## src/rtl/issue_pick_mux_data_rr.sv

```systemverilog
// Issue pick mux: round-robin selection of one eligible issue-queue entry,
// latched into a registered output stage with valid/ready handshake.
module issue_pick_mux_data_rr #(
    parameter int ENTRIES = 4,
    parameter int DATA_W  = 32,
    parameter int ROB_W   = 4,
    parameter int BP_W    = 2,
    localparam int PICK_W = (ENTRIES > 1) ? $clog2(ENTRIES) : 1
) (
    input  logic                        clk,
    input  logic                        reset,
    input  logic                        snoop_hit,
    input  logic                        bco_valid,
    input  logic [ENTRIES-1:0]          i_valid,
    input  logic [ENTRIES*ROB_W-1:0]    i_src0_rob,
    input  logic [ENTRIES*ROB_W-1:0]    i_src1_rob,
    input  logic [ENTRIES-1:0]          i_src0_rdy,
    input  logic [ENTRIES-1:0]          i_src1_rdy,
    input  logic [ENTRIES*DATA_W-1:0]   i_src0_value,
    input  logic [ENTRIES*DATA_W-1:0]   i_src1_value,
    input  logic [ENTRIES*ROB_W-1:0]    i_dst_rob,
    input  logic [ENTRIES-1:0]          i_load,
    input  logic [ENTRIES-1:0]          i_pipe_alu,
    input  logic [ENTRIES*BP_W-1:0]     i_bp_pattern,
    input  logic [ENTRIES-1:0]          i_bp_taken,
    input  logic [ENTRIES-1:0]          i_bp_hit,
    input  logic [ENTRIES*DATA_W-1:0]   i_bp_target,
    input  logic                        i_ready,
    output logic [ENTRIES-1:0]          o_en,
    output logic [PICK_W-1:0]           o_pick,
    output logic                        o_valid,
    output logic [ROB_W-1:0]            o_dst_rob,
    output logic                        o_load,
    output logic                        o_pipe_alu,
    output logic [BP_W-1:0]             o_bp_pattern,
    output logic                        o_bp_taken,
    output logic                        o_bp_hit,
    output logic [DATA_W-1:0]           o_bp_target,
    output logic [DATA_W-1:0]           o_src0_value,
    output logic [DATA_W-1:0]           o_src1_value,
    output logic                        o_src0_forward_alu,
    output logic                        o_src1_forward_alu
);

    logic [ROB_W-1:0]  src0_rob   [ENTRIES];
    logic [ROB_W-1:0]  src1_rob   [ENTRIES];
    logic [ROB_W-1:0]  dst_rob    [ENTRIES];
    logic [DATA_W-1:0] src0_value [ENTRIES];
    logic [DATA_W-1:0] src1_value [ENTRIES];
    logic [DATA_W-1:0] bp_target  [ENTRIES];
    logic [BP_W-1:0]   bp_pattern [ENTRIES];

    for (genvar g = 0; g < ENTRIES; g++) begin : g_unpack
        assign src0_rob[g]   = i_src0_rob[g*ROB_W +: ROB_W];
        assign src1_rob[g]   = i_src1_rob[g*ROB_W +: ROB_W];
        assign dst_rob[g]    = i_dst_rob[g*ROB_W +: ROB_W];
        assign src0_value[g] = i_src0_value[g*DATA_W +: DATA_W];
        assign src1_value[g] = i_src1_value[g*DATA_W +: DATA_W];
        assign bp_target[g]  = i_bp_target[g*DATA_W +: DATA_W];
        assign bp_pattern[g] = i_bp_pattern[g*BP_W +: BP_W];
    end

    logic                 valid_q, valid_d;
    logic [PICK_W-1:0]    pick_q, pick_d;
    logic [PICK_W-1:0]    rr_ptr_q, rr_ptr_d;
    logic [ROB_W-1:0]     dst_rob_q, dst_rob_d;
    logic                 load_q, load_d;
    logic                 pipe_alu_q, pipe_alu_d;
    logic [BP_W-1:0]      bp_pattern_q, bp_pattern_d;
    logic                 bp_taken_q, bp_taken_d;
    logic                 bp_hit_q, bp_hit_d;
    logic [DATA_W-1:0]    bp_target_q, bp_target_d;
    logic [DATA_W-1:0]    src0_value_q, src0_value_d;
    logic [DATA_W-1:0]    src1_value_q, src1_value_d;
    logic                 fwd0_q, fwd0_d;
    logic                 fwd1_q, fwd1_d;

    logic                 consume;
    logic                 load_en;
    logic [ENTRIES-1:0]   alu_fwd0;
    logic [ENTRIES-1:0]   alu_fwd1;
    logic [ENTRIES-1:0]   eligible;
    logic                 pick_found;
    logic [PICK_W-1:0]    pick_idx;
    logic [PICK_W-1:0]    scan_idx;
    logic                 do_load;

    // A source can be satisfied by the ALU bypass only when the held ALU op retires this cycle.
    always_comb begin
        consume  = valid_q & i_ready;
        load_en  = (~valid_q | i_ready) & ~bco_valid & ~snoop_hit;
        alu_fwd0 = '0;
        alu_fwd1 = '0;
        eligible = '0;
        for (int k = 0; k < ENTRIES; k++) begin
            alu_fwd0[k] = consume & pipe_alu_q & (src0_rob[k] == dst_rob_q);
            alu_fwd1[k] = consume & pipe_alu_q & (src1_rob[k] == dst_rob_q);
            eligible[k] = i_valid[k] & (i_src0_rdy[k] | alu_fwd0[k])
                                     & (i_src1_rdy[k] | alu_fwd1[k]);
        end
    end

    always_comb begin
        pick_found = 1'b0;
        pick_idx   = '0;
        scan_idx   = '0;
        for (int i = 0; i < ENTRIES; i++) begin
            scan_idx = rr_ptr_q + PICK_W'(i);
            if (!pick_found && eligible[scan_idx]) begin
                pick_found = 1'b1;
                pick_idx   = scan_idx;
            end
        end
    end

    assign do_load = pick_found & load_en & ~reset;

    always_comb begin
        o_en = '0;
        if (do_load) begin
            o_en[pick_idx] = 1'b1;
        end
    end

    // Flush and snoop cancel only touch o_valid; payload fields keep their last values.
    always_comb begin
        valid_d      = valid_q;
        pick_d       = pick_q;
        rr_ptr_d     = rr_ptr_q;
        dst_rob_d    = dst_rob_q;
        load_d       = load_q;
        pipe_alu_d   = pipe_alu_q;
        bp_pattern_d = bp_pattern_q;
        bp_taken_d   = bp_taken_q;
        bp_hit_d     = bp_hit_q;
        bp_target_d  = bp_target_q;
        src0_value_d = src0_value_q;
        src1_value_d = src1_value_q;
        fwd0_d       = fwd0_q;
        fwd1_d       = fwd1_q;
        if (do_load) begin
            valid_d      = 1'b1;
            pick_d       = pick_idx;
            rr_ptr_d     = pick_idx + PICK_W'(1);
            dst_rob_d    = dst_rob[pick_idx];
            load_d       = i_load[pick_idx];
            pipe_alu_d   = i_pipe_alu[pick_idx];
            bp_pattern_d = bp_pattern[pick_idx];
            bp_taken_d   = i_bp_taken[pick_idx];
            bp_hit_d     = i_bp_hit[pick_idx];
            bp_target_d  = bp_target[pick_idx];
            src0_value_d = src0_value[pick_idx];
            src1_value_d = src1_value[pick_idx];
            fwd0_d       = alu_fwd0[pick_idx] & ~i_src0_rdy[pick_idx];
            fwd1_d       = alu_fwd1[pick_idx] & ~i_src1_rdy[pick_idx];
        end else if (bco_valid) begin
            valid_d = 1'b0;
        end else if (snoop_hit && valid_q && load_q && !i_ready) begin
            valid_d = 1'b0;
        end else if (consume) begin
            valid_d = 1'b0;
        end
    end

    always_ff @(posedge clk or posedge reset) begin
        if (reset) begin
            valid_q      <= 1'b0;
            pick_q       <= '0;
            rr_ptr_q     <= '0;
            dst_rob_q    <= '0;
            load_q       <= 1'b0;
            pipe_alu_q   <= 1'b0;
            bp_pattern_q <= '0;
            bp_taken_q   <= 1'b0;
            bp_hit_q     <= 1'b0;
            bp_target_q  <= '0;
            src0_value_q <= '0;
            src1_value_q <= '0;
            fwd0_q       <= 1'b0;
            fwd1_q       <= 1'b0;
        end else begin
            valid_q      <= valid_d;
            pick_q       <= pick_d;
            rr_ptr_q     <= rr_ptr_d;
            dst_rob_q    <= dst_rob_d;
            load_q       <= load_d;
            pipe_alu_q   <= pipe_alu_d;
            bp_pattern_q <= bp_pattern_d;
            bp_taken_q   <= bp_taken_d;
            bp_hit_q     <= bp_hit_d;
            bp_target_q  <= bp_target_d;
            src0_value_q <= src0_value_d;
            src1_value_q <= src1_value_d;
            fwd0_q       <= fwd0_d;
            fwd1_q       <= fwd1_d;
        end
    end

    assign o_valid            = valid_q;
    assign o_pick             = pick_q;
    assign o_dst_rob          = dst_rob_q;
    assign o_load             = load_q;
    assign o_pipe_alu         = pipe_alu_q;
    assign o_bp_pattern       = bp_pattern_q;
    assign o_bp_taken         = bp_taken_q;
    assign o_bp_hit           = bp_hit_q;
    assign o_bp_target        = bp_target_q;
    assign o_src0_value       = src0_value_q;
    assign o_src1_value       = src1_value_q;
    assign o_src0_forward_alu = fwd0_q;
    assign o_src1_forward_alu = fwd1_q;

endmodule
```

## config.mk

```make
export PLATFORM = sky130hd
export DESIGN_NAME = issue_pick_mux_data_rr
export DESIGN_NICKNAME = d
export VERILOG_FILES = /design/src/rtl/issue_pick_mux_data_rr.sv
export SDC_FILE = /design/constraint.sdc
export NUM_CORES = 1
export LEC_CHECK = 0
export CORE_AREA = 2 2 228 230
export DETAILED_ROUTE_END_ITERATION = 12
export DIE_AREA = 0 0 230 232
export SETUP_SLACK_MARGIN = 0.4
export SYNTH_ARGS = -nofsm -noshare
export SYNTH_HDL_FRONTEND = slang
export SYNTH_SLANG_ARGS = --single-unit
```

## constraint.sdc

```tcl
create_clock -name clk -period 6.73 [get_ports clk]
set_clock_uncertainty 0.05 [all_clocks]
set_input_delay 1.0095 -clock clk [delete_from_list [all_inputs] [get_ports clk]]
set_output_delay 1.0095 -clock clk [all_outputs]
set_load 0.005 [all_outputs]
```

; ---- After elaboration in Yosys (flattened, before gate mapping)
; Index checks and enable logic that the tools add are counted.
; Widths: inputs -> output; s select.
[totals]
ff_bits = 113
input_bits = 473
output_inout_bits = 115
elab_cells = 139
[op_classes]
add_sub_neg = 4
order_cmp = 7
n_eq_ne = 8
n_mux = 54
bitwise_logic = 40
reduce_logical = 12
[ops]
columns = operator, n
row1 = $bmux 32 s2, 3
row2 = $mux 32, 6
row3 = $eq 4x4->1, 8
row4 = $and 1x1->1, 24
row5 = $bmux 1 s2, 12
row6 = $mux 1, 21
row7 = $lt 2x3->1 const B, 5
row8 = $mux 2, 6
row9 = $mux 4, 3
row10 = $or 1x1->1, 9
row11 = $bmux 4 s2, 1
row12 = $logic_and 1x1->1, 7
row13 = $not 1->1, 6
row14 = $add 2x1->2 const B, 2
row15 = $add 2x2->2 const B, 2
row16 = $bmux 2 s2, 1
row17 = $logic_not 1->1, 4
row18 = $reduce_bool 4->1, 1
row19 = $ge 3x3->1 const B, 1
row20 = $not 2->3, 1
row21 = $demux 1 s2, 1
row22 = $ge 2x1->1 const B, 1

; ---- Longest topological paths before layout
; Gate-level depths: netlist of the first run.
[depth]
word_depth = 23
mapped_depth = 13
mapped_depth_nobuf = 10

; ---- Worst setup path before layout of the first run
; Ideal clock, no wire load.
[synth_path]
path_type = input to output
startpoint = input i_ready
endpoint = output o_en[2]
t_arrival_ps = 2906
required_ps = 5670
path_slack_ps = 2764
stages = 11
n_path_buf = 2
cell_sequence = nand3_1 > o31ai_4 > or4b_4 > o211ai_4 > nor2_4 > inv_6 > buf_12 > buf_8 > ha_1 > inv_1 > nor2_1
[synth_between]
elab_chain_cells = 23
word_cells_on_any_way = 59
cone_classes = 2 x order compare / 19 x mux / 31 x bitwise / 7 x reduce/logical
[synth_rtl]
columns = item, line
row1 = start: declaration, 28  ; input logic i_ready,
row2 = $and 1x1->1 *, 90  ; consume = valid_q & i_ready;
row3 = $and 1x1->1 *, "96, 97"
row4 = $and 1x1->1, 96  ; alu_fwd0[k] = consume & pipe_alu_q & (src0_rob[k] == dst_rob_q);
row5 = $or 1x1->1, 98  ; eligible[k] = i_valid[k] & (i_src0_rdy[k] | alu_fwd0[k])
row6 = $and 1x1->1, 98
row7 = $and 1x1->1, 99  ; & (i_src1_rdy[k] | alu_fwd1[k]);
row8 = $bmux 1 s2, 109  ; if (!pick_found && eligible[scan_idx]) begin
row9 = $mux 1 (not written as such), 109
row10 = (+8 left out), --
row11 = $logic_and 1x1->1, 109
row12 = $mux 2 *, 109
row13 = net pick_idx[0], 84  ; logic [PICK_W-1:0] pick_idx;
row14 = $lt 2x3->1 (not written as such) / $ge 2x1->1 (equally long branches), 121  ; o_en[pick_idx] = 1'b1;
row15 = $logic_and 1x1->1 (not written as such), 121
row16 = $mux 1 (not written as such), 121
row17 = $demux 1 s2 *, 121
row18 = $mux 4 *, 120  ; if (do_load) begin
row19 = end: declaration, 29  ; output logic [ENTRIES-1:0] o_en,
; The timed path passes the listed nets; every way through them passes the cells marked *. The select of a mux whose other input is x is not followed.

; ---- Worst setup path in the final report of the first run
[layout_path]
startpoint = input i_ready
endpoint = output o_en[1]
; Same word-level chain as after synthesis.

==> results by group, run 1 <==
Outcome
  • Status: finished clean

Floorplan
  • Core box area: 50,900 sq um
  • Die height: 232 um
  • Die Footprint: 53,400 sq um
  • Cell row count: 83
  • Starting density of the core: 16.9%
  • Chip width: 230 um
  • I/O pin count: 588

STA
  • Final TNS setup: 0 ps
  • Hold WS: 432 ps
  • Final worst-path cycle share: 80.7%
  • Fmax: 184 MHz
  • Slew at the pin closest to its max-slew limit: 1060 ps
  • Unrepaired setup endpoints after global routing: false
  • Final min period: 5430 ps
  • Slew Limit Fails: 0
  • Final setup fails: 0
  • Fin. Hold Viols: 0
  • Max-slew headroom: 29.0%

Logic synthesis
  • Area leader, netlist: dfrtp_1
  • Yosys reg bits: 113
  • Cells after Synth: 760
  • Post-synthesis sequential area ratio: 32.9%
  • Synthesized cell area: 8590 sq um
  • Mean Syn Cell Area: 11.3 sq um
  • Async SR Flop Fraction: 100%
  • Synth area leaders: dfrtp_1 33%, mux2i_1 23%, o221ai_2 16%
  • Yosys top cell area share: 32.9%
  • Post-synth EDFFs: 0
  • Commonest cells in the netlist: 200 x mux2i_1, 117 x nand2_1, 113 x dfrtp_1
  • Yosys warning total: 0
  • Dominant synthesized flop cell: dfrtp_1
  • Netlist cell types: 52
  • Most instantiated library cell after synthesis: mux2i_1
  • Syn_nets: 1,237

CTS
  • TritonCTS buffer count: 17
  • CTS tree: done
  • CTS H-tree depth: 4
  • Clk Latency, worst-skew pair: 460 ps
  • Root Driver: clkbuf_16
  • Resize count post-CTS: 0
  • # clock sinks: 113
  • Reg clk slew, reported paths: 60 ps
  • Clock Tree Buf Depth: 2
  • Setup Buffers After CTS: 0
  • Hold_buf cts: 0

Placement
  • I/O Buffers: 587
  • HPWL Detailed: 29,900 um
  • Final Wtd Congestion: 0.809

Drt
  • DR iter-0 viols: 253
  • Remaining DRCs: 0
  • Total iterations of the first detailed-routing run: 5
  • Final Routed Wirelength: 36,900 um
  • Routed len/inst: 18.4 um
  • Final antenna-violating net count: 0
  • Via count: 8,308
  • Vias/cell: 4.15

Setup path
  • CP Data Arrival Time: 4370 ps
  • CP startpoint kind: input port
  • Critical path fanouts, max: 7
  • Crit Path Class: in -> out
  • Worst path required time: 5670 ps
  • Worst setup EP type: primary output

Pwr
  • Sequential Power Share: 30.9%
  • Clk pwr share: 29.2%
  • VDD IR max: 0.186 mV
  • Pint: 2.29 mW
  • Final Power: 3.31 mW
  • Switching Share: 30.8%
  • Pwr Density: 215 nW/um^2
  • P_leak: 6.75 nW
  • Net Sw Power: 1.02 mW
  • Logic gate share of total power: 39.9%

GRT
  • Number of global-route vias before repair: 8,879
  • Gr ovfl total: 0
  • GR peak layer: met2
  • First-pass GRT wire length: 54,000 um
  • Tot GR Track Use: 13.5%
  • Initial antenna violation count: 1
  • Grt met3 use: 5.24%
  • Met1 Use GR: 14.8%
  • Largest net degree at the start of global routing: 107
  • Met2 Resource Use GR: 24.2%

Worst hold path
  • Worst hold path class: reg -> reg

Layout
  • Area delta synth->final: 79.4%
  • Finished Core Util: 30.3%
  • Number of diodes: 0
  • Share of cells above drive strength 1: 12.3%
  • # nets final: 1,785

Flow run
  • Max-Cap Viols: 0
==> power by group through the flow <==
stage	clock, mW	sequential [mW]	combinational, mW
final	0.966	1.02	1.32
after detailed placement	0	1.04	1.33
after CTS	1.02	1.03	1.34
after floorplan	0	0.988	0.588
after global placement	0	1.03	1.33
after global routing	1.04	1.05	1.42
==> layer usage <==
metal / up-vias / share of wire (%)
met3: 25 / 9.1
li1: 3984 / -
met1: 3899 / 39
met2: 398 / 51
met4: 2 / 1.2
met5: - / 0.033
==> flip-flops by register name, indices dropped and copies added (netlist names), 2 cells and up <==
| signal | count |
|---|---|
| o_bp_target | 32 |
| o_src0_value | 32 |
| o_src1_value | 32 |
| o_dst_rob | 4 |
| o_bp_pattern | 2 |
| o_pick | 2 |
| rr_ptr_q | 2 |
==> layout make-up <==
type,instances,area (sq um)
Tap cell,680,851
Inverter,11,56.3
Clock inverter,12,156
Multi-Input combinational cell,568,5090
Timing Repair Buffer,597,5980
Fill cell,5279,35500
Sequential cell,113,2830
Clock buffer,20,457
==> through the flow <==
step                      cells  instance area [sq um]  setup WS (ps)
after floorplan             760                   8590           2680
after global placement     1969                  14800           1490
after detailed placement   1969                  14800           1360
after CTS                  2001                  15400           1340
after global routing       2001                  15400           1020
final                      2001                  15400           1300
==> logic make-up after synthesis <==
| family | share of synthesized area (%) |
|---|---|
| xor gates and xnor gates | 3.26 |
| AOI/OAI and AO/OA | 22.6 |
| buffers and inverters | 8.20 |
| muxes | 23.4 |
| and+or+nand+nor | 9.01 |
| DFF | 32.9 |
| adders and majority gates | 0.582 |
==> worst paths after layout <==
kind | from | slack (ps) | end | cells after the start
worst max-delay path | i_ready | 1300 | o_en[1] | 12
worst min-delay path | o_src1_value[19]$_DFFE_PP0P_ | 430 | o_src1_value[19]$_DFFE_PP0P_ | 2
worst max register to register | o_dst_rob[3]$_DFFE_PP0P_ | 2250 | o_bp_target[11]$_DFFE_PP0P_ | 10
worst min register to register | o_src1_value[19]$_DFFE_PP0P_ | 430 | o_src1_value[19]$_DFFE_PP0P_ | 2
max in group asynchronous | reset | 4300 | o_src1_value[1]$_DFFE_PP0P_ | 3
min in group asynchronous | reset | 1000 | o_src1_value[16]$_DFFE_PP0P_ | 2
==> cells in the final DEF, fill, tap and decap left out, types with 2 or more instances in the layout <==
cell type        count
a211oi_1             4
a21o_1              13
a21oi_1              3
a31oi_1              2
buf_12               2
buf_4                8
bufinv_16            3
clkbuf_16           17
clkbuf_8             2
clkdlybuf4s50_1    587
clkinv_2             3
clkinv_4             3
dfrtp_1            113
ha_1                 4
inv_1                9
inv_6                2
mux2i_1            200
nand2_1            117
nand3_1             18
nand3b_1             2
nand4_1              3
nor2_1              14
nor3_1               3
nor3_2               2
nor4b_1              3
o211ai_1             2
o211ai_2            12
o21ai_0             13
o21bai_1             2
o221ai_1             2
o221ai_2            94
or4_1                3
xnor2_1             16
xor2_1              16
==> critical path, stage by stage <==
cell and delay [ps]:
clkdlybuf4s50_1 580, and3_1 330, nand3_1 130, nor3_2 260, o221ai_1 300, a211oi_1 550, nor2_1 250, inv_1 140
ha_1 150, inv_1 40, nor2_1 110, clkdlybuf4s50_1 520
No activity file was read; power rests on OpenSTA's default activity.
==> run 2, diff against run 1 <==
CORE_AREA = 2 2 227 229   (was 2 2 228 230)
DIE_AREA = 0 0 229 231   (was 0 0 230 232)
clock period = 4.8 ns   (was 6.73 ns; I/O delays follow)
==> run 2 against run 1 <==
Setup slack worse by 720 ps. Largest cell class unchanged. Core utilization rose by 0.56 points. Hold slack better by 1.4 ps. Critical endpoint is now o_en[0].
==> results by group, run 2 (synthesis gave the netlist of run 1 again) <==
Pwr
  • VDD IR max: 0.254 mV (+37%)
  • Pwr Density: 303 nW/um^2 (+41%)
  • P_leak: 6.84 nW (+1.4%)

Setup path
  • Critical path fanouts, max: 5 (-2)
  • CP startpoint kind: input port
  • FF-to-FF End: o_src0_value[1]$_DFFE_PP0P_
  • R2r setup slk: 1330 ps (-920 ps)
  • Crit path max-delay cell type: clkdlybuf4s50_1
  • Worst path required time: 4030 ps (-1640 ps)
  • Crit Path Class: in -> out
  • Slowest stage delay, CP: 550 ps (-30 ps)
  • Worst r2r path cells: 9 (-1)
  • Reg2reg start: o_pipe_alu$_DFFE_PP0P_
  • CP Data Arrival Time: 3450 ps (-920 ps)
  • Critical-path cell list: clkdlybuf4s50_1, xnor2_1, nand2_1, o31ai_2, nand4_1, a211oi_2, nor2_2, inv_1, ha_1, inv_1, nor2_1, clkdlybuf4s50_1
  • Worst setup EP type: primary output

CTS
  • # clock sinks: 113 (unchanged)
  • Root Driver: clkbuf_16
  • CTS tree: done
  • CTS H-tree depth: 4 (unchanged)
  • Clk Latency, worst-skew pair: 470 ps (about the same)
  • Reg clk slew, reported paths: 50 ps (about the same)
  • TritonCTS buffer count: 17 (unchanged)
  • Clock Tree Buf Depth: 2 (unchanged)
  • Setup Buffers After CTS: 0 (unchanged)

STA
  • Final TNS setup: 0 ps (unchanged)
  • Final setup fails: 0 (unchanged)
  • Max-slew headroom: 37.5% (+8.5 points)
  • Final min period: 4220 ps
  • Fmax: 237 MHz
  • Unrepaired setup endpoints after global routing: false
  • Slew at the pin closest to its max-slew limit: 937 ps (-128 ps)
  • Post-route setup slack: 576 ps (-722 ps)
  • Slew Limit Fails: 0 (unchanged)
  • Fin. Hold Viols: 0 (unchanged)
  • Final worst-path cycle share: 88.0%

Worst hold path
  • Hold path depth: 2 (unchanged)
  • Worst hold path class: reg -> reg
  • Hold_sp: o_src1_value[13]$_DFFE_PP0P_
  • Hold endpoint: o_src1_value[13]$_DFFE_PP0P_

Layout
  • Commonest cells after routing, fill and taps aside: 586 x clkdlybuf4s50_1, 200 x mux2i_1, 117 x nand2_1, 109 x dfrtp_1, 95 x o221ai_2
  • Layout fillers: 5,276 (-0.057%)
  • Finished Core Util: 30.8% (+0.56 points)
  • Number of diodes: 0 (unchanged)
  • Commonest non-fill, non-tap cell in the layout: clkdlybuf4s50_1
  • Area delta synth->final: 81.9%
  • Share of cells above drive strength 1: 13.9% (+1.7 points)
  • # nets final: 1,799 (+0.78%)

Drt
  • Total iterations of the first detailed-routing run: 5 (unchanged)
  • Final Routed Wirelength: 37,700 um (+2.3%)
  • Final antenna-violating net count: 0 (unchanged)
  • Routed length on met1: 15,100 um (+5.9%)
  • Via count: 8,460 (+1.8%)
  • Remaining DRCs: 0 (unchanged)
  • Highest metal used: met4
  • Vias/cell: 4.20 (+1.1%)
  • Routed wl met3: 2740 um (-18%)
  • Met2 Routed Length: 19,000 um (+0.81%)
  • Routed len/inst: 18.7 um (+1.6%)
  • DR iter-0 viols: 265 (+4.7%)

GRT
  • Gr ovfl total: 0 (unchanged)
  • First-pass GRT wire length: 56,200 um (+4.0%)
  • Largest net degree at the start of global routing: 109 (+1.9%)
  • Number of global-route vias before repair: 9,068 (+2.1%)
  • Initial antenna violation count: 0 (-1)
  • Tot GR Track Use: 14.1% (+0.61 points)

Placement
  • I/O Buffers: 587 (unchanged)
  • Dpl ws: 255 ps (-1100 ps)
  • HPWL Detailed: 30,400 um (+1.8%)
  • Final Wtd Congestion: 0.872 (+7.8%)

Floorplan
  • Starting density of the core: 17.0% (+0.069 points)
  • Die height: 231 um (-0.43%)
  • Core box area: 50,700 sq um (-0.41%)
  • I/O pin count: 588 (unchanged)
  • Cell row count: 83 (unchanged)
  • Chip width: 229 um (-0.43%)
  • Die Footprint: 52,900 sq um (-0.86%)

Outcome
  • Status: finished clean

Flow run
  • Max-Cap Viols: 0 (unchanged)
[run 2: what timing repair did]
| action | CTS | global route |
|---|---|---|
| hold buffers | 0 | 0 |
| resized for setup | 7 | 4 |
| pin swaps | 0 | 1 |
| setup endpoints to repair | 4 | 4 |
[run 2: worst max path at each step]
stage	from	endpoint	slack [ps]	cells after the start
5_1_grt	i_src0_rob[3]	o_en[0]	400	12
3_5_place_dp	i_ready	o_en[0]	260	11
3_3_place_gp	i_ready	o_en[0]	290	11
2_1_floorplan	reset	o_bp_hit$_DFFE_PP0P_	1040	1
4_1_cts	o_dst_rob[0]$_DFFE_PP0P_	o_en[0]	440	11
6_report	i_src0_rob[3]	o_en[0]	580	12
[run 2: layout make-up]
type                       instances  area (sq um)  area share, %
clock buffer                      20           467           2.99
clock inverter                    12           179           1.14
inverter                          11          56.3          0.360
multi-input combinational        568          5120           32.7
sequential                       113          2830           18.1
tap                              680           851           5.44
timing repair buffer             611          6130           39.2
[run 2: power by group]
group	leakage, nW	switching, mW	internal (mW)
registers	1.43	0.224	1.21
logic	5.10	0.704	1.16
clock network	0.309	0.524	0.910
[run 2: metrics by stage]
stage	total power, mW	instances	instance area (sq um)	hold WS [ps]
final	4.74	2015	15600	433
after global routing	5.02	2015	15600	457
after floorplan	2.21	760	8590	421
after detailed placement	3.34	1982	14900	423
after global placement	3.32	1982	14900	418
after CTS	4.84	2014	15600	438
[run 2: metal layers]
| layer | global-route usage [%] | vias to the layer above |
|---|---|---|
| met5 | 0 | - |
| met4 | 4.89 | 0 |
| met3 | 4.67 | 40 |
| met2 | 24.6 | 419 |
| met1 | 16.1 | 3995 |
| li1 | - | 4006 |
[run 2: critical path, delay by kind of cell]
kind	cells	cell delay (ps)
adder cells (fa/ha/maj)	1	160
AND/OR/NAND/NOR	4	630
buffers and inverters	4	1180
AO/OA/AOI/OAI	2	640
XOR/XNOR	1	130
==> edit 1: new RTL, flow settings as in run 2 <==
Take the reset off `src0_value_q` and load it in a clocked block of its own.
--- a/src/rtl/issue_pick_mux_data_rr.sv
+++ b/src/rtl/issue_pick_mux_data_rr.sv
@@ -176,3 +176,2 @@
             bp_target_q  <= '0;
-            src0_value_q <= '0;
             src1_value_q <= '0;
@@ -191,3 +190,2 @@
             bp_target_q  <= bp_target_d;
-            src0_value_q <= src0_value_d;
             src1_value_q <= src1_value_d;
@@ -196,2 +194,6 @@
         end
+    end
+
+    always_ff @(posedge clk) begin
+        src0_value_q <= src0_value_d;
     end
Check against the original RTL: differs if reset is asserted again (counterexample within 4 cycles, from zero or initial values and one cycle with reset high); with reset held inactive, the same outputs for 4 cycles.
==> edit 1 against run 2 <==
  * Hold slack better by 0.0013 ns
  * Design area up 0.71%
  * Sequential share of layout area increased by 0.87 points
  * Maximum frequency decreased by 0.74%
  * Setup slack worse by 0.031 ns
  * Synthesized cell count rose by 15%
  * First-iteration DRC count is 66% higher
  * Power fell by 2.6%
  * Area after synthesis fell by 6.3%
  * Sequential cell count unchanged
  * Routed wire length is 22% higher
  * Critical path type unchanged
  * Largest power group unchanged
==> edit 1: results (changes against run 2) <==
dpl hpwl: 35.0 mm (was 30.4 mm)
r2r setup slk: 0.81 ns (was 1.33 ns)
via/cell ratio: 4.60 (was 4.20)
Hold Path Sink: o_pick[1]$_DFFE_PP0P_ (was o_src1_value[13]$_DFFE_PP0P_)
final hold slack: 0.435 ns (was 0.433 ns)
top cells by count, synth: a211oi_1 (110), dfrtp_1 (81), nand3_1 (81) (was mux2i_1 (200), nand2_1 (117), dfrtp_1 (113))
slowest stage delay, CP: 0.43 ns (was 0.55 ns)
Max VDD drop: 207 uV (was 254 uV)
post-route minimum period: 4.26 ns (was 4.22 ns)
syn_nets: 1,348 (was 1,237)
leakage power: 5.86 nW (was 6.84 nW)
maximum number of pins on one net before global-route repair: 140 (was 109)
EDFF count, synth: 32 (was 0)
slew margin rel.: 39.5% (was 37.5%)
pre-CTS setup slack: 0.0521 ns (was 0.255 ns)
sequential cell area: 0.00299 mm2 (was 0.00283 mm2)
DRT iter0 DRCs: 441 (was 265)
RD Place Congestion: 0.919 (was 0.872)
post-synthesis sequential area ratio: 37.1% (was 32.9%)
Placed Cells: 2,091 (was 1,982)
CP max-delay cell: a221o_1 (was clkdlybuf4s50_1)
Synth area leaders: dfrtp_1 (25%), edfxtp_1 (12%), a211oi_1 (10%) (was dfrtp_1 (33%), mux2i_1 (23%), o221ai_2 (16%))
Min-Delay Startpoint: o_pick[1]$_DFFE_PP0P_ (was o_src1_value[13]$_DFFE_PP0P_)
Post-layout nets: 1,914 (was 1,799)
total track usage: 16.9% (was 14.1%)
later-pin clock latency in the skew report: 0.44 ns (was 0.47 ns)
post-synthesis cell count: 871 (was 760)
Fill cells: 5,305 (was 5,276)
outcome: completed (unchanged)
r2r worst-path depth: 12 (was 9)
Synth async-reset ratio: 71.7% (was 100%)
vias in the first global route: 10,400 (was 9,068)
placed cell areas: 0.0149 mm2 (about the same)
R2R Path End: o_bp_target[20]$_DFFE_PP0P_ (was o_src0_value[1]$_DFFE_PP0P_)
layout cells sized above 1: 13.2% (was 13.9%)
==> edit 1: what timing repair did <==
action | in CTS | in global routing
pin swaps | 4 | 5
endpoints found under the setup margin | 4 | 6
resized for setup | 16 | 12
setup buffers | 7 | 0
==> edit 1: logic make-up after synthesis <==
logic type,after synthesis,share of synthesized area (%)
flip-flops,113,37.1
AND/OR/NAND/NOR,219,13.3
buffers and inverters,113,5.94
XOR/XNOR,32,3.48
AO/OA/AOI/OAI,316,29.0
adder cells (fa/ha/maj),4,0.622
multiplexers,74,10.5
==> edit 1: report_power, final <==
part	leakage, nW	switching [mW]	internal, mW	total [mW]
Clock	0.331	0.491	0.994	1.49
Combinational	4.21	0.728	1.07	1.79
Sequential	1.32	0.140	1.20	1.34
==> edit 1: worst max-delay path by stage <==
stage	end	startpoint	depth (start not counted)
2_1_floorplan	o_en[0]	i_ready	10
3_3_place_gp	o_bp_target[24]$_DFFE_PP0P_	i_ready	12
3_5_place_dp	o_bp_target[20]$_DFFE_PP0P_	i_ready	12
4_1_cts	o_en[0]	i_src1_rob[12]	14
5_1_grt	o_en[2]	i_src1_rob[13]	14
6_report	o_en[2]	i_src1_rob[13]	14
==> edit 1: layer usage <==
layer	part of all wire [%]	up-vias	GRT usage, %
li1	-	4537	-
met2	50	493	29.5
met5	0	-	0
met1	40	4714	19.4
met4	3.4	0	7.35
met3	7.1	57	4.56
==> edit 1: cell type report <==
cell class	instances	area share, %
clock inverter	9	1.10
inverter	11	0.310
clock buffer	23	3.18
tap	680	5.40
timing repair buffer	649	41.1
antenna	1	0.0159
sequential	113	19.0
multi-input combinational	645	29.9
==> edit 2: new RTL, flow settings as in run 2 <==
Made on the original files. `DATA_W`: 32 -> 28.
--- a/src/rtl/issue_pick_mux_data_rr.sv
+++ b/src/rtl/issue_pick_mux_data_rr.sv
@@ -4,3 +4,3 @@
     parameter int ENTRIES = 4,
-    parameter int DATA_W  = 32,
+    parameter int DATA_W  = 28,
     parameter int ROB_W   = 4,
Ports: changed (6 resized); port bits go from 588 to 528. The function was not compared with the original's and may differ.
==> edit 2 against run 2 <==
  * Via count up 3.9%
  * First-iteration DRC count up 36%
  * Hold slack better by 0.011 ns
  * Area after synthesis down 11%
  * Non-clock buffer count down 50
  * Sequential cell count down 12
  * Routed wire length up 4.5%
  * Power down 21%
  * Setup slack worse by 0.076 ns
  * Global-route usage up 0.44 points
  * Sequential power down 12%
  * Design area down 10%
  * Die area unchanged
==> edit 2: results (changes against run 2) <==
Synth area leaders: dfrtp_1 (33%), mux2i_1 (13%), o211ai_1 (9.4%) (was dfrtp_1 (33%), mux2i_1 (23%), o221ai_2 (16%))
maximum number of pins on one net before global-route repair: 191 (was 109)
later-pin clock latency in the skew report: 0.40 ns (was 0.47 ns)
Root Driver: clkbuf_16 (unchanged)
outcome: completed (unchanged)
Fill cells: 5,487 (was 5,276)
TritonCTS Buffers: 9 (was 17)
Synth async-reset ratio: 100% (unchanged)
synth warn: 0 (unchanged)
Setup WS post-layout: 0.499 ns (was 0.576 ns)
Via Count: 8,792 (was 8,460)
arrival time at the worst endpoint: 3.53 ns (was 3.45 ns)
DRT iter0 DRCs: 360 (was 265)
Worst Hold Class: register to register (unchanged)
Remaining DRCs: 0 (unchanged)
first-pass GRT wire length: 58.2 mm (was 56.2 mm)
pre-CTS setup slack: 0.0569 ns (was 0.255 ns)
top cells by count, synth: nand2_1 (108), dfrtp_1 (101), and3_1 (97) (was mux2i_1 (200), nand2_1 (117), dfrtp_1 (113))
syn_nets: 1,311 (was 1,237)
dpl hpwl: 28.7 mm (was 30.4 mm)
vias in the first global route: 9,161 (was 9,068)
initial antenna violation count: 5 (was 0)
Port Buf Inserts: 527 (was 587)
Post-layout nets: 1,793 (was 1,799)
layout cells sized above 1: 5.62% (was 13.9%)
RD Place Congestion: 0.890 (was 0.872)
total track usage: 14.5% (was 14.1%)
Max VDD drop: 160 uV (was 254 uV)
synth unique cells: 45 (was 52)
Worst-path clk slew: 0.07 ns (was 0.05 ns)
leakage power: 6.07 nW (was 6.84 nW)
router iterations before antenna repair: 5 (unchanged)
R2R Path End: o_src1_value[5]$_DFFE_PP0P_ (was o_src0_value[1]$_DFFE_PP0P_)
slowest stage delay, CP: 0.58 ns (was 0.55 ns)
Slew @ Worst Pin: 1.08 ns (was 0.937 ns)
crit path capture: o_en[3] (was o_en[0])
CTS H-tree depth: 3 (was 4)
Synth Flop Type: dfrtp_1 (unchanged)
CP Launch Point: i_ready (was i_src0_rob[3])
placed cell areas: 0.0135 mm2 (was 0.0149 mm2)
total gr overflow: 0 (unchanged)
r2r setup slk: 1.19 ns (was 1.33 ns)
post-synthesis sequential area ratio: 33.1% (was 32.9%)
r2r worst-path depth: 10 (was 9)
Reg-to-Reg Start: o_dst_rob[3]$_DFFE_PP0P_ (was o_pipe_alu$_DFFE_PP0P_)
switching pwr: 1.23 mW (was 1.45 mW)
routed len/inst: 19.2 um (was 18.7 um)
CP max FO: 6 (was 5)
Clock Path Buffers: 2 (unchanged)
edit 2: worst min path at each step:
stage,slack [ns],end,cells past startpoint,startpoint
after floorplan,0.42,o_pick[1]$_DFFE_PP0P_,2,o_pick[1]$_DFFE_PP0P_
after global placement,0.41,o_pick[1]$_DFFE_PP0P_,2,o_pick[1]$_DFFE_PP0P_
after detailed placement,0.43,o_pick[1]$_DFFE_PP0P_,2,o_pick[1]$_DFFE_PP0P_
after CTS,0.45,o_bp_target[22]$_DFFE_PP0P_,2,o_bp_target[22]$_DFFE_PP0P_
after global routing,0.47,o_src1_value[25]$_DFFE_PP0P_,2,o_src1_value[25]$_DFFE_PP0P_
final,0.44,o_bp_target[21]$_DFFE_PP0P_,2,o_bp_target[21]$_DFFE_PP0P_
edit 2: cell families (layout without fill, tap and decap cells):
family / Yosys count / after routing / synth area share, %
xor+xnor: 32 / 32 / 3.67
flops: 101 / 101 / 33.1
mux: 96 / 96 / 12.6
compound gates: 305 / 305 / 26.9
buf+inv: 97 / 584 / 6.58
simple gates: 247 / 247 / 16.5
other cells: 0 / 1 / 0
fa+ha+maj: 4 / 4 / 0.656
edit 2: power by group through the flow:
stage	registers (mW)	logic, mW	clock network, mW
finish	1.27	1.62	0.834
global route	1.30	1.76	0.906
CTS	1.27	1.63	0.886
detailed placement	1.28	1.61	0
global placement	1.27	1.60	0
floorplan	1.24	0.615	0
edit 2: final cells by class:
type | count | area, um2 | area share [%]
antenna | 1 | 2.50 | 0.0178
multi-input combinational | 684 | 4730 | 33.7
clock inverter | 6 | 71.3 | 0.508
tap | 680 | 851 | 6.06
timing repair buffer | 561 | 5590 | 39.8
inverter | 7 | 33.8 | 0.240
clock buffer | 10 | 239 | 1.70
sequential | 101 | 2530 | 18.0
edit 2: metrics by stage:
step                instances  util, %
CTS                      2047     27.6
global placement         2017     26.7
finish                   2050     27.7
global route             2050     27.7
floorplan                 882        -
detailed placement       2017     26.7
edit 2: worst min-delay path, cell delays in order, from the launching register on:
cell	delay (ns)
dfrtp_1	0.34
nand2_1	0.05
o211ai_1	0.07
edit 2: layer usage:
layer | track usage, % | share of wire [%] | wire length, um
met5 | 0 | 0.12 | 46
met4 | 5.99 | 2.0 | 786
met3 | 3.93 | 7.3 | 2870
met2 | 25.6 | 50 | 19800
met1 | 16.5 | 40 | 15900
edit 2: timing repair:
action	4_1_cts	5_1_grt
endpoints found under the hold margin	0	0
pin swaps	2	5
endpoints found under the setup margin	3	3
buffers inserted	14	2
gates resized for setup	15	8
